**src/rtl/e203_ifu_bjp_prdt_pkg.sv**
```systemverilog
// Shared types and constants for the IFU lite branch predictor.
// Widths, register index constants, FSM encodings and the RAS depth default.
package e203_ifu_bjp_prdt_pkg;

    localparam int E203_PC_SIZE     = 32;
    localparam int E203_XLEN        = 32;
    localparam int E203_RFIDX_WIDTH = 5;

    localparam int RAS_DEPTH_DEFAULT = 2;

    localparam logic [E203_RFIDX_WIDTH-1:0] RFIDX_X0 = 5'd0;
    localparam logic [E203_RFIDX_WIDTH-1:0] RFIDX_X1 = 5'd1;

    typedef enum logic [1:0] {
        ST_IDLE = 2'd0,
        ST_WAIT = 2'd1,
        ST_RDRF = 2'd2
    } bpu_state_e;

endpackage

```
**src/rtl/e203_ifu_bpu_ras.sv**
```systemverilog
// Circular return-address stack; a push when full overwrites the oldest entry.
// Only instantiated when E203_BPU_RAS_EN is defined.
module e203_ifu_bpu_ras
    import e203_ifu_bjp_prdt_pkg::*;
#(
    parameter int DEPTH = RAS_DEPTH_DEFAULT
) (
    input  logic                    clk,
    input  logic                    rst_n,
    input  logic                    push,
    input  logic [E203_PC_SIZE-1:0] push_data,
    input  logic                    pop,
    output logic [E203_PC_SIZE-1:0] top,
    output logic                    nonempty
);

    localparam int PW = $clog2(DEPTH);
    localparam int CW = PW + 1;
    localparam logic [CW-1:0] CNT_FULL = CW'(DEPTH);

    logic [E203_PC_SIZE-1:0] stack [DEPTH];
    logic [PW-1:0]           ptr;
    logic [PW-1:0]           top_idx;
    logic [CW-1:0]           count;

    assign top_idx  = ptr - 1'b1;
    assign top      = stack[top_idx];
    assign nonempty = (count != '0);

    // Pop and push together replace the top in place: pointer and count stay put.
    always_ff @(posedge clk or negedge rst_n) begin
        if (!rst_n) begin
            ptr   <= '0;
            count <= '0;
            for (int i = 0; i < DEPTH; i++) begin
                stack[i] <= '0;
            end
        end else if (push && pop && nonempty) begin
            stack[top_idx] <= push_data;
        end else if (push) begin
            stack[ptr] <= push_data;
            ptr        <= ptr + 1'b1;
            if (count != CNT_FULL) begin
                count <= count + 1'b1;
            end
        end else if (pop && nonempty) begin
            ptr   <= ptr - 1'b1;
            count <= count - 1'b1;
        end
    end

endmodule

```
**src/rtl/e203_ifu_bjp_prdt.sv**
```systemverilog
// IFU lite branch predictor: static taken prediction, next-PC adder operands, JALR rs1 sequencing.
// Optional return-address stack enabled by E203_BPU_RAS_EN.
//
// state   | meaning
// IDLE    | no rs1 read pending
// WAIT    | JALR xN blocked by a dependency or a busy read port
// RDRF    | regfile read port 1 returns rs1 this cycle
module e203_ifu_bjp_prdt
    import e203_ifu_bjp_prdt_pkg::*;
#(
    parameter int RAS_DEPTH = RAS_DEPTH_DEFAULT
) (
    input  logic                        clk,
    input  logic                        rst_n,
    input  logic [E203_PC_SIZE-1:0]     pc,
    input  logic                        dec_i_valid,
    input  logic                        dec_jal,
    input  logic                        dec_jalr,
    input  logic                        dec_bxx,
    input  logic                        dec_rv32,
    input  logic [E203_XLEN-1:0]        dec_bjp_imm,
    input  logic [E203_RFIDX_WIDTH-1:0] dec_jalr_rs1idx,
    input  logic                        dec_rd_link,
    input  logic                        oitf_empty,
    input  logic                        ir_empty,
    input  logic                        ir_rs1en,
    input  logic                        ir_rd_match_x1,
    input  logic                        ir_rd_match_rs1,
    input  logic [E203_XLEN-1:0]        rf2bpu_x1,
    input  logic [E203_XLEN-1:0]        rf2bpu_rs1,
    output logic                        bpu2rf_rs1_ena,
    output logic                        bpu_wait,
    output logic                        prdt_taken,
    output logic [E203_PC_SIZE-1:0]     prdt_pc_add_op1,
    output logic [E203_PC_SIZE-1:0]     prdt_pc_add_op2
);

    localparam logic [E203_PC_SIZE-1:0] PC_INC4 = 4;
    localparam logic [E203_PC_SIZE-1:0] PC_INC2 = 2;

    bpu_state_e state, state_nxt;

    logic rs1_x0, rs1_x1, rs1_xn;
    logic jalr_x1, jalr_xn;
    logic x1_dep, xn_dep, port_busy, xn_block;
    logic ras_hit;
    logic [E203_PC_SIZE-1:0] ras_top;
    logic [E203_PC_SIZE-1:0] inst_len;

    assign rs1_x0  = (dec_jalr_rs1idx == RFIDX_X0);
    assign rs1_x1  = (dec_jalr_rs1idx == RFIDX_X1);
    assign rs1_xn  = ~rs1_x0 & ~rs1_x1;
    assign jalr_x1 = dec_jalr & rs1_x1;
    assign jalr_xn = dec_jalr & rs1_xn;

    assign x1_dep    = jalr_x1 & (~oitf_empty | (~ir_empty & ir_rd_match_x1));
    assign xn_dep    = jalr_xn & (~oitf_empty | (~ir_empty & ir_rd_match_rs1));
    assign port_busy = ir_rs1en & ~ir_empty;
    assign xn_block  = xn_dep | port_busy;
    assign inst_len  = dec_rv32 ? PC_INC4 : PC_INC2;

`ifdef E203_BPU_RAS_EN
    logic ras_nonempty;
    logic ras_push, ras_pop;

    // A RAS hit replaces the x1 read, so it also removes the x1 dependency wait.
    assign ras_hit  = jalr_x1 & ras_nonempty;
    assign ras_pop  = dec_i_valid & ras_hit;
    assign ras_push = dec_i_valid & ~bpu_wait & (dec_jal | dec_jalr) & dec_rd_link;

    e203_ifu_bpu_ras #(
        .DEPTH (RAS_DEPTH)
    ) u_ras (
        .clk       (clk),
        .rst_n     (rst_n),
        .push      (ras_push),
        .push_data (pc + inst_len),
        .pop       (ras_pop),
        .top       (ras_top),
        .nonempty  (ras_nonempty)
    );
`else
    logic unused_no_ras;

    assign ras_hit       = 1'b0;
    assign ras_top       = '0;
    assign unused_no_ras = ^{dec_rd_link, RAS_DEPTH};
`endif

    always_ff @(posedge clk or negedge rst_n) begin
        if (!rst_n) begin
            state <= ST_IDLE;
        end else begin
            state <= state_nxt;
        end
    end

    always_comb begin
        state_nxt      = state;
        bpu2rf_rs1_ena = 1'b0;
        case (state)
            ST_IDLE: begin
                if (dec_i_valid && jalr_xn) begin
                    if (xn_block) begin
                        state_nxt = ST_WAIT;
                    end else begin
                        bpu2rf_rs1_ena = 1'b1;
                        state_nxt      = ST_RDRF;
                    end
                end
            end
            ST_WAIT: begin
                // Losing valid here means fetch was flushed; drop the request.
                if (!(dec_i_valid && jalr_xn)) begin
                    state_nxt = ST_IDLE;
                end else if (!xn_block) begin
                    bpu2rf_rs1_ena = 1'b1;
                    state_nxt      = ST_RDRF;
                end
            end
            ST_RDRF: state_nxt = ST_IDLE;
            default: state_nxt = ST_IDLE;
        endcase
    end

    assign bpu_wait   = (x1_dep & ~ras_hit) | (jalr_xn & (state != ST_RDRF));
    assign prdt_taken = dec_jal | dec_jalr | (dec_bxx & dec_bjp_imm[E203_XLEN-1]);

    always_comb begin
        prdt_pc_add_op1 = pc;
        prdt_pc_add_op2 = inst_len;
        if (dec_bxx || dec_jal) begin
            prdt_pc_add_op2 = dec_bjp_imm[E203_PC_SIZE-1:0];
        end else if (dec_jalr) begin
            prdt_pc_add_op2 = dec_bjp_imm[E203_PC_SIZE-1:0];
            if (rs1_x0) begin
                prdt_pc_add_op1 = '0;
            end else if (rs1_x1) begin
                prdt_pc_add_op1 = ras_hit ? ras_top : rf2bpu_x1[E203_PC_SIZE-1:0];
            end else begin
                prdt_pc_add_op1 = rf2bpu_rs1[E203_PC_SIZE-1:0];
            end
        end
    end

endmodule

```
**config.mk**
```make
export PLATFORM = sky130hd
export DESIGN_NAME = e203_ifu_bjp_prdt
export DESIGN_NICKNAME = d
export VERILOG_FILES = /design/src/rtl/e203_ifu_bjp_prdt_pkg.sv /design/src/rtl/e203_ifu_bpu_ras.sv /design/src/rtl/e203_ifu_bjp_prdt.sv
export SDC_FILE = /design/constraint.sdc
export NUM_CORES = 1
export LEC_CHECK = 0
export BUFFER_PORTS_ARGS = -buffer_cell sky130_fd_sc_hd__buf_2
export CORE_AREA = 5 5 79 81
export DETAILED_ROUTE_END_ITERATION = 7
export DIE_AREA = 0 0 84 86
export GPL_ROUTABILITY_DRIVEN = 0
export GPL_TIMING_DRIVEN = 1
export PLACE_DENSITY = 0.68
export SYNTH_ARGS = -nofsm -noshare
export SYNTH_HDL_FRONTEND = slang
export SYNTH_SLANG_ARGS = --single-unit
export TNS_END_PERCENT = 30
```
**constraint.sdc**
```tcl
create_clock -name clk -period 3.2 [get_ports clk]
set_clock_uncertainty 0.15 [all_clocks]
set_input_delay 0.32 -clock clk [delete_from_list [all_inputs] [get_ports clk]]
set_output_delay 0.32 -clock clk [all_outputs]
set_load 0.01 [all_outputs]
```
== Yosys cells after proc, flatten, opt, wreduce, memory -nomap -nowiden ==
Index checks and enable logic that the tools add are counted.

* Register bits after elaboration: 2
* Input port bits: 146
* Output and inout port bits: 67

* Mux-type cells: 15
* Bitwise logic cells: 20
* Eq/ne operators: 5
* Reduce and logical (&&, ||, !) cells: 6

{| class="wikitable"
|+ Operators with widths
! operator !! count
|-
| $mux W32 || 6
|-
| $and A1 B1 Y1 || 10
|-
| $mux W2 || 4
|-
| $or A1 B1 Y1 || 6
|-
| $eq A5 B1 Y1 const B || 1
|-
| $logic_not A5 Y1 || 1
|-
| $ne A2 B2 Y1 const B || 2
|-
| $not A1 Y1 || 4
|-
| $pmux W2 S2 || 1
|-
| $mux W1 || 3
|-
| $mux W3 || 1
|-
| $ne A3 B3 Y1 const B || 1
|-
| $eq A2 B1 Y1 const B || 1
|-
| $logic_not A2 Y1 || 1
|-
| $reduce_and A2 Y1 || 1
|-
| $reduce_or A2 Y1 || 1
|-
| $logic_and A1 B1 Y1 || 1
|-
| $logic_or A1 B1 Y1 || 1
|}

== Longest topological paths before layout ==
Gate-level depths: netlist of run 1.

* Depth in word-level cells: 9
* Depth in mapped cells: 5
* Gate-level depth less buffers: 3

== Worst setup path before layout of run 1 ==
Ideal clock, no wire load.

* Path kind: input -> output
* Start: input dec_jalr_rs1idx[1]
* End: output prdt_pc_add_op1[10]
* Cell stages on the path: 4
* Arrival time: 1.343 ns
* Path buffers: 1
* Setup slack: 1.387 ns
* Path through: nor4_4 -> buf_6 -> nand3_1 -> a31oi_1

* Word-level cells in the longest chain between the ends: 5

{| class="wikitable"
|+ Ends and longest elaborated chain
! what !! RTL line !! source
|-
| start, declared || e203_ifu_bjp_prdt.sv:22 || <nowiki>input logic [E203_RFIDX_WIDTH-1:0] dec_jalr_rs1idx,</nowiki>
|-
| $eq A5 B1 Y1 || e203_ifu_bjp_prdt.sv:51 || <nowiki>assign rs1_x1 = (dec_jalr_rs1idx == RFIDX_X1);</nowiki>
|-
| $mux W32 || e203_ifu_bjp_prdt.sv:138 || <nowiki>end else if (rs1_x1) begin</nowiki>
|-
| $mux W32 (*) || e203_ifu_bjp_prdt.sv:136 || <nowiki>if (rs1_x0) begin</nowiki>
|-
| $mux W32 (*) || e203_ifu_bjp_prdt.sv:134 || <nowiki>end else if (dec_jalr) begin</nowiki>
|-
| $mux W32 (*) || e203_ifu_bjp_prdt.sv:132 || <nowiki>if (dec_bxx || dec_jal) begin</nowiki>
|-
| end, declared || e203_ifu_bjp_prdt.sv:34 || <nowiki>output logic [E203_PC_SIZE-1:0] prdt_pc_add_op1,</nowiki>
|}

Every way passes the cells marked *; elsewhere a longest branch is shown, timed or not.

== Worst setup path after layout of run 1 ==
* Start: input dec_jalr_rs1idx[1]
* End: output prdt_pc_add_op1[13]

Same word-level chain as after synthesis.

==> results of run 1 <==
-- layout make-up --
cell class / count / area [sq um]
Fill cell: 630 / 3180
Timing Repair Buffer: 217 / 1100
Multi-Input combinational cell: 176 / 931
Tap cell: 72 / 90.1
Sequential cell: 2 / 50.0
Clock buffer: 3 / 41.3
Inverter: 2 / 7.51
-- metal layers --
| metal | share of wire | vias up | global-route usage | routed length (microns) |
|---|---|---|---|---|
| met4 | 0.013 | 0 | 0.0278 | 83 |
| met5 | 0 | - | 0 | 0 |
| met2 | 0.53 | 146 | 0.305 | 3280 |
| li1 | - | 1095 | - | - |
| met1 | 0.34 | 955 | 0.156 | 2130 |
| met3 | 0.12 | 8 | 0.0548 | 747 |
-- power breakdown --
group	leakage, nW	switching [W]	total [W]	internal (W)
sequential	0.0270	0.000000523	0.0000271	0.0000266
clock	0.0216	0.0000216	0.000101	0.0000797
combinational	1.22	0.000135	0.000276	0.000141
total	1.27	0.000157	0.000404	0.000247
-- kinds of logic after synthesis --
logic type | Yosys count | synth area share
flip-flops | 2 | 0.0439
buffers and inverters | 23 | 0.149
multiplexers | 2 | 0.0186
AND/OR/NAND/NOR | 137 | 0.588
AO/OA/AOI/OAI | 37 | 0.201
-- path summary, 6_finish.rpt --
kind	start	end	slack, ns	cells past startpoint
max in group asynchronous	rst_n	state[0]	2.52	2
setup / recovery	dec_jalr_rs1idx[1]	prdt_pc_add_op1[13]	0.81	6
hold / removal	dec_i_valid	state[1]	0.24	3
min in group asynchronous	rst_n	state[1]	0.29	2
setup reg to reg	state[1]	state[0]	2.24	1
hold reg to reg	state[1]	state[1]	0.34	1
-- metrics by stage --
step	worst slack, ns	instance area, sq um	hold slack, ns	util
final	0.809	2220	0.237	0.411
after global routing	0.719	2220	0.292	0.411
after CTS	0.772	2220	0.241	0.411
after detailed placement	0.778	2170	-0.0431	0.402
after global placement	0.796	2170	-0.0456	0.402
after floorplan	1.39	1140	-0.126	-
-- critical path: cells and delay by family --
family          cells  cell delay, ns
simple gates        2            0.87
compound gates      1            0.10
buf+inv             3            0.63
-- cells in the final DEF (no fill, tap or decap) --
| master | instances |
|---|---|
| nor4_4 | 1 |
| mux2i_1 | 1 |
| nor2b_1 | 31 |
| nor2_1 | 33 |
| nor4b_1 | 1 |
| nand2b_1 | 1 |
| nor3b_2 | 1 |
| a211o_1 | 1 |
| or4_1 | 1 |
| nand2_1 | 33 |
| buf_2 | 211 |
| inv_1 | 2 |
| o21ai_0 | 3 |
| dlygate4sd3_1 | 1 |
| nor3_2 | 1 |
| a21oi_1 | 1 |
| dfrtp_1 | 2 |
| mux2_2 | 1 |
| a31oi_1 | 32 |
| clkbuf_8 | 3 |
| buf_4 | 5 |
| nor4_1 | 2 |
| nand3_1 | 32 |
-- what timing repair did --
item,in CTS,in global routing
hold buffers,1,0
hold endpoints to repair,2,0
resized for setup,0,0
buffers inserted,0,0
==> reports/results.txt, run 1 <==
Die H: 86 microns
largest cells by area after synthesis: a31oi_1 18%, nor2b_1 17%, nand3_1 14%, nand2_1 11%, nor2_1 11%
Seq/Total Area, Yosys: 0.0439
I/O pin count: 213
YS warnings: 0
1st-pass router iterations: 4
TritonCTS clock tree: built
fin cells: 472
CP Launch Type: input pin
vias: 2204
Crit-path slowest cell: or4_1
Yosys cell types: 24
clk slew on worst S/H paths: 0.03 ns
Die ar.: 7220 sq um
Peak Freq: 418 MHz
final hold viol count: 0
VDD IR max: 0.000190 V
crit-path max FO: 20
Biggest register: state
Chip Width: 84 microns
vias in the first global route: 2099
Worst-Margin Slew: 0.653 ns
post-DR vias/cell: 4.67
Crit path required time: 2.73 ns
max reg flops: 2
Final TNS setup: 0 ns
initial antenna violation count: 0
number of routed nets with antenna violations: 0
CTS max path bufs: 2
global-route wire length before repair: 9480 microns
Diodes inserted: 0
Syn Inst Count: 201
crit path cell chain: buf_2, or4_1, buf_4, nand2_1, a31oi_1, buf_2
Top FF cell, synth: dfrtp_1
Worst-Skew Late Latency: 0.21 ns
HPWL after DPL: 5300 microns
RSZ-0062 raised after global routing: no
number of H-tree levels: 1
Pwr Total: 0.000404 W
leakage: 1.27 nW
Routed WL: 6250 microns
#FFs+latches synth: 2
PD cells: 182 nW/um^2
outcome: complete, no violations
Slew headroom: 0.562
CTS root buffer: clkbuf_8
initial drt markers: 51
Starting Density: 0.211
largest net degree at the start of global routing: 65
Residual DRC: 0
Routed WL per cell: 13.2 microns
number of buffers created by CTS: 3
crit share post-route: 0.747
IO buf count: 211
CP Capture Type: output pin
asr flop ratio synth: 1.00
Post-synth EDFFs: 0
setup violators final: 0
Synth Net Count: 347
Rows: 27
CTS Sinks: 2
cell taking the most area after synthesis: a31oi_1
crit path kind: in -> out
core area: 5410 sq um
Syn Area/Cell: 5.68 sq um
Slew Viols, Final: 0
Crit path largest cell delay: 0.78 ns
top-area cell type share of the netlist area: 0.175
fin nets: 548
Synth-to-Final Area Change: 94.8%
Post-Syn Area: 1140 sq um
Top cell by count, worst path: buf_2
worst hold path type: in -> reg
Tmin final: 2.39 ns
grt ovf: 0
layout cells sized above 1: 0.558
max_cap viols: 0
Largest regs: state: 2 flops
commonest cells in the synthesized netlist: 33 x nand2_1, 33 x nor2_1, 32 x a31oi_1, 32 x nand3_1, 31 x nor2b_1
Placed Instances: 468
Total GRT Usage: 0.154
Arr. time, crit path: 1.92 ns
Note: power is estimated with default switching activity, not from simulation.
==> run 2: changes to the inputs <==
==> constraint.sdc (replaced) <==
create_clock -name clk -period 2.2 [get_ports clk]
set_clock_uncertainty 0.15 [all_clocks]
set_input_delay 0.22 -clock clk [delete_from_list [all_inputs] [get_ports clk]]
set_output_delay 0.22 -clock clk [all_outputs]
set_load 0.01 [all_outputs]
==> reports/results.txt, run 2 (same netlist as run 1, synthesis figures left out) <==
Final TNS setup: 0 ns
PD cells: 261 nW/um^2
postcts setup bufs: 0
final core utilization: 0.416
initial antenna violation count: 0
Starting Density: 0.211
worst slack at placement: 0.374 ns
fin cells: 474
Diodes inserted: 0
Die ar.: 7220 sq um
Tmin final: 1.81 ns
Peak Freq: 552 MHz
outcome: complete, no violations
1st-pass router iterations: 4
gr busiest metal: met2
met1 GRT Util: 0.146
M3 GR Usage: 0.0500
fin nets: 550
max_cap viols: 0
CTS Sinks: 2
Hold Crit Depth: 3
reg-to-reg endpoint: state[0]
Routed WL per cell: 12.9 microns
final hold viol count: 0
met2 GRT Util: 0.304
fin area: 2250 sq um
Worst-Margin Slew: 0.581 ns
clk slew on worst S/H paths: 0.03 ns
setup violators final: 0
Rows: 27
CP Launch Type: input pin
VDD IR max: 0.000285 V
core area: 5410 sq um
hold path start: dec_i_valid
CTS max path bufs: 2
Crit path required time: 1.83 ns
number of buffers created by CTS: 3
TritonCTS clock tree: built
I/O pin count: 213
Slew headroom: 0.613
Routed WL: 6120 microns
most common cell after layout, fill and taps aside: buf_2
Hold EP: state[1]
Arr. time, crit path: 1.44 ns
largest net degree at the start of global routing: 65
RSZ-0062 raised after global routing: no
crit path kind: in -> out
post-DR vias/cell: 4.58
vias: 2170
crit-path max FO: 20
placed inst area: 2200 sq um
initial drt markers: 76
number of H-tree levels: 1
Total GRT Usage: 0.149
vias in the first global route: 2083
global-route wire length before repair: 9200 microns
number of routed nets with antenna violations: 0
Die H: 86 microns
Residual DRC: 0
worst hold path type: in -> reg
Largest regs: state: 2 flops
layout cells sized above 1: 0.560
FF-to-FF setup slack: 1.25 ns
Slew Viols, Final: 0
FF-to-FF path depth: 1
CP Capture Type: output pin
crit share post-route: 0.823
most frequent cells in the layout: 211 x buf_2, 33 x nand2_1, 33 x nor2_1, 32 x nand3_1, 32 x a31oi_1
leakage: 1.28 nW
Setup WS post-layout: 0.390 ns
grt ovf: 0
RR Startpoint: state[1]
Synth-to-Final Area Change: 97.3%
Chip Width: 84 microns
IO buf count: 211
CTS root buffer: clkbuf_8
max reg flops: 2
Biggest register: state
Worst-Skew Late Latency: 0.21 ns
# fillers: 567
Placed Instances: 470
[run 2: cell type report]
cell class	count	area [sq um]	share of cell area
Clock buffer	3	41.3	0.0183
Multi-Input combinational cell	176	931	0.414
Inverter	2	7.51	0.00334
Sequential cell	2	50.0	0.0222
Tap cell	72	90.1	0.0400
Timing Repair Buffer	219	1130	0.502
[run 2: power breakdown]
group	total, W	switching [W]	internal [W]
Combinational	0.000405	0.000197	0.000208
Sequential	0.0000395	0.000000790	0.0000387
Clock	0.000144	0.0000280	0.000116
Total	0.000589	0.000226	0.000362
[run 2: what timing repair did]
| item | CTS | global route |
|---|---|---|
| gates resized for setup | 0 | 0 |
| endpoints found under the hold margin | 2 | 0 |
| endpoints found under the setup margin | 0 | 0 |
| hold buffers | 1 | 0 |
[run 2: critical path, stage by stage]
cell	delay (ns)
buf_2	0.12
or4_1	0.53
buf_4	0.22
nand2_1	0.08
a31oi_1	0.09
buf_2	0.16
[run 2: how the worst max path moves through the flow]
stage / from / end / depth (start not counted)
after global placement: dec_jalr_rs1idx[1] / prdt_pc_add_op1[13] / 6
after detailed placement: dec_jalr_rs1idx[1] / prdt_pc_add_op1[13] / 6
after floorplan: dec_jalr_rs1idx[1] / prdt_pc_add_op1[10] / 4
after global routing: dec_jalr_rs1idx[1] / prdt_pc_add_op1[13] / 6
final: dec_jalr_rs1idx[1] / prdt_pc_add_op1[13] / 6
after CTS: dec_jalr_rs1idx[1] / prdt_pc_add_op1[13] / 6
[run 2: per-stage QoR]
step | hold slack (ns) | total power (W)
finish | 0.151 | 0.000589
global route | 0.174 | 0.000641
CTS | 0.147 | 0.000597
detailed placement | -0.144 | 0.000447
global placement | -0.146 | 0.000443
floorplan | -0.226 | 0.000227
[run 2: metal layers]
metal  up-vias  share of wire
li1       1098              -
met1       921           0.35
met2       145           0.53
met3         6           0.11
met4         0         0.0075
met5         -              0
==> run 3: changes to the inputs <==
--- a/config.mk
+++ b/config.mk
@@ -5,13 +5,14 @@
 export SDC_FILE = /design/constraint.sdc
 export NUM_CORES = 1
 export LEC_CHECK = 0
+export ABC_AREA = 1
 export BUFFER_PORTS_ARGS = -buffer_cell sky130_fd_sc_hd__buf_2
-export CORE_AREA = 5 5 79 81
+export CORE_MARGIN = 5
+export CORE_UTILIZATION = 30
 export DETAILED_ROUTE_END_ITERATION = 7
-export DIE_AREA = 0 0 84 86
 export GPL_ROUTABILITY_DRIVEN = 0
 export GPL_TIMING_DRIVEN = 1
-export PLACE_DENSITY = 0.68
+export PLACE_DENSITY = 0.78
 export SYNTH_ARGS = -nofsm -noshare
 export SYNTH_HDL_FRONTEND = slang
 export SYNTH_SLANG_ARGS = --single-unit
==> constraint.sdc (replaced) <==
create_clock -name clk -period 1.5 [get_ports clk]
set_clock_uncertainty 0.15 [all_clocks]
set_input_delay 0.15 -clock clk [delete_from_list [all_inputs] [get_ports clk]]
set_output_delay 0.15 -clock clk [all_outputs]
set_load 0.01 [all_outputs]
==> reports/results.txt, run 3 <==
outcome: complete, no violations
initial antenna violation count: 0
Diodes inserted: 0
layout cells sized above 1: 0.496
CTS Sinks: 2
Routed WL: 7770 microns
clk slew on worst S/H paths: 0.03 ns
most frequent cells in the layout: 209 x buf_2, 107 x nand2_1, 98 x inv_1, 34 x nor2_1, 33 x nand4_1
leakage: 2.15 nW
Synth Net Count: 491
Final TNS setup: 0 ns
Starting Density: 0.312
Die ar.: 7380 sq um
Crit path depth: 9
Worst-Margin Slew: 0.260 ns
max reg flops: 2
top-area cell type share of the netlist area: 0.235
Synth-to-Final Area Change: 81.3%
Biggest register: state
Slew Viols, Final: 0
# fillers: 557
crit-path max FO: 7
Syn Inst Count: 345
initial drt markers: 71
Hold Crit Depth: 3
CTS max path bufs: 2
core area: 5540 sq um
TritonCTS clock tree: built
count leader, synth: nand2_1
worst hold margin: 0.0493 ns
1st-pass router iterations: 4
Setup WS post-layout: 0.0410 ns
vias in the first global route: 2785
commonest cells in the synthesized netlist: 108 x nand2_1, 99 x inv_1, 34 x nor2_1
Chip Width: 85.9 microns
Post-synth EDFFs: 0
placed inst area: 2940 sq um
number of routed nets with antenna violations: 0
largest cells by area after synthesis: nand2_1 23%, inv_1 22%, nand3_2 17%, nand4_1 12%, nor2_1 7.4%
VDD IR max: 0.000377 V
crit share post-route: 0.973
Peak Freq: 685 MHz
max_cap viols: 0
CP top delay family: buffers and inverters
Arr. time, crit path: 1.16 ns
met2 GRT Util: 0.386
number of buffers created by CTS: 3
Top FF cell, synth: dfrtp_1
Syn Area/Cell: 5.01 sq um
Post-Syn Area: 1730 sq um
Crit path largest cell delay: 0.14 ns
fin area: 3130 sq um
vias: 2799
I/O pin count: 213
CTS root buffer: clkbuf_8
number of H-tree levels: 1
Yosys cell types: 21
Tmin final: 1.46 ns
CP Capture Type: output pin
met1 GRT Util: 0.190
setup violators final: 0
Total GRT Usage: 0.193
CP Buf/Inv Count: 5
YS warnings: 0
fin nets: 711
RSZ-0062 raised after global routing: yes
Die H: 85.9 microns
Crit path required time: 1.20 ns
HPWL after DPL: 6520 microns
Worst-Skew Late Latency: 0.22 ns
CP Launch Type: input pin
gr busiest metal: met2
#FFs+latches synth: 2
Routed WL per cell: 12.2 microns
post-DR vias/cell: 4.41
crit path cell chain: buf_2, nor2_4, buf_12, buf_4, buf_4, nand4_1, nand3_2, nand2_1, buf_2
IO buf count: 211
cell taking the most area after synthesis: nand2_1
largest net degree at the start of global routing: 27
Rows: 27
asr flop ratio synth: 1.00
worst slack at placement: -0.00913 ns
Crit-path slowest cell: nor2_4
M3 GR Usage: 0.0442
Slew headroom: 0.826
final hold viol count: 0
Residual DRC: 0
worst hold path type: in -> reg
PD cells: 338 nW/um^2
Largest regs: state: 2 flops
FF-to-FF path depth: 3
most common cell after layout, fill and taps aside: buf_2
Seq/Total Area, Yosys: 0.0290
crit path kind: in -> out
global-route wire length before repair: 11800 microns
grt ovf: 0
run 3: cell types whose count changed in the layout (fill, tap and decap cells not counted), moves of 6 or more:
cell	change
inv_1	+96
buf_4	+6
nand2_1	+74
nand3_2	+30
a31oi_1	-32
nand4_1	+33
nor2b_1	-31
nand3_1	-28
buf_12	+7
run 3: per-layer routing:
metal,share of wire,up-vias
li1,-,1458
met1,0.35,1201
met2,0.53,128
met3,0.097,12
met4,0.021,0
met5,0,-
run 3: area by class of cell:
type                    instances  area (sq um)  area share
inverters                     102           385       0.123
flip-flops and latches          2          50.0      0.0160
clock buffers                   3          41.3      0.0132
multi-input cells             220          1160       0.371
repair buffers                236          1410       0.448
well taps                      72          90.1      0.0288
run 3: logic make-up (layout without fill, tap and decap cells):
kind of cell | Yosys count | count (layout) | share of synthesized area
flops | 2 | 2 | 0.0290
buf+inv | 123 | 341 | 0.308
compound gates | 5 | 5 | 0.0174
simple gates | 215 | 215 | 0.646
run 3: worst register-to-register path, cell delays in order (launching register included):
cell and delay (ns):
dfrtp_1 0.35, inv_1 0.07, nand4_1 0.14, a21oi_1 0.14
run 3: metrics by stage:
stage | utilization | cells | total power (W)
after floorplan | - | 345 | 0.000415
after global placement | 0.530 | 623 | 0.000789
after detailed placement | 0.530 | 623 | 0.000800
after CTS | 0.540 | 627 | 0.00104
after global routing | 0.565 | 635 | 0.00115
final | 0.565 | 635 | 0.00106
run 3: repair_timing:
action / CTS / global route
pin swaps: 0 / 4
setup buffers: 0 / 6
hold buffers: 1 / 0
gates cloned: 0 / 2
endpoints found under the hold margin: 2 / 0
gates resized for setup: 2 / 11
endpoints found under the setup margin: 7 / 33
run 3: report_power, final:
part	internal (W)	total, W	switching, W
clock	0.000171	0.000233	0.0000617
combinational	0.000378	0.000769	0.000391
sequential	0.0000569	0.0000577	0.000000783
total	0.000607	0.00106	0.000453
run 3: worst paths after layout:
path	slack, ns	start	endpoint
worst max-delay path	0.04	dec_jalr_rs1idx[3]	prdt_pc_add_op1[11]
worst min-delay path	0.05	ir_rs1en	state[0]
worst max register to register	0.57	state[1]	state[0]
worst min register to register	0.44	state[1]	state[0]
max in group asynchronous	1.01	rst_n	state[0]
min in group asynchronous	0.09	rst_n	state[1]
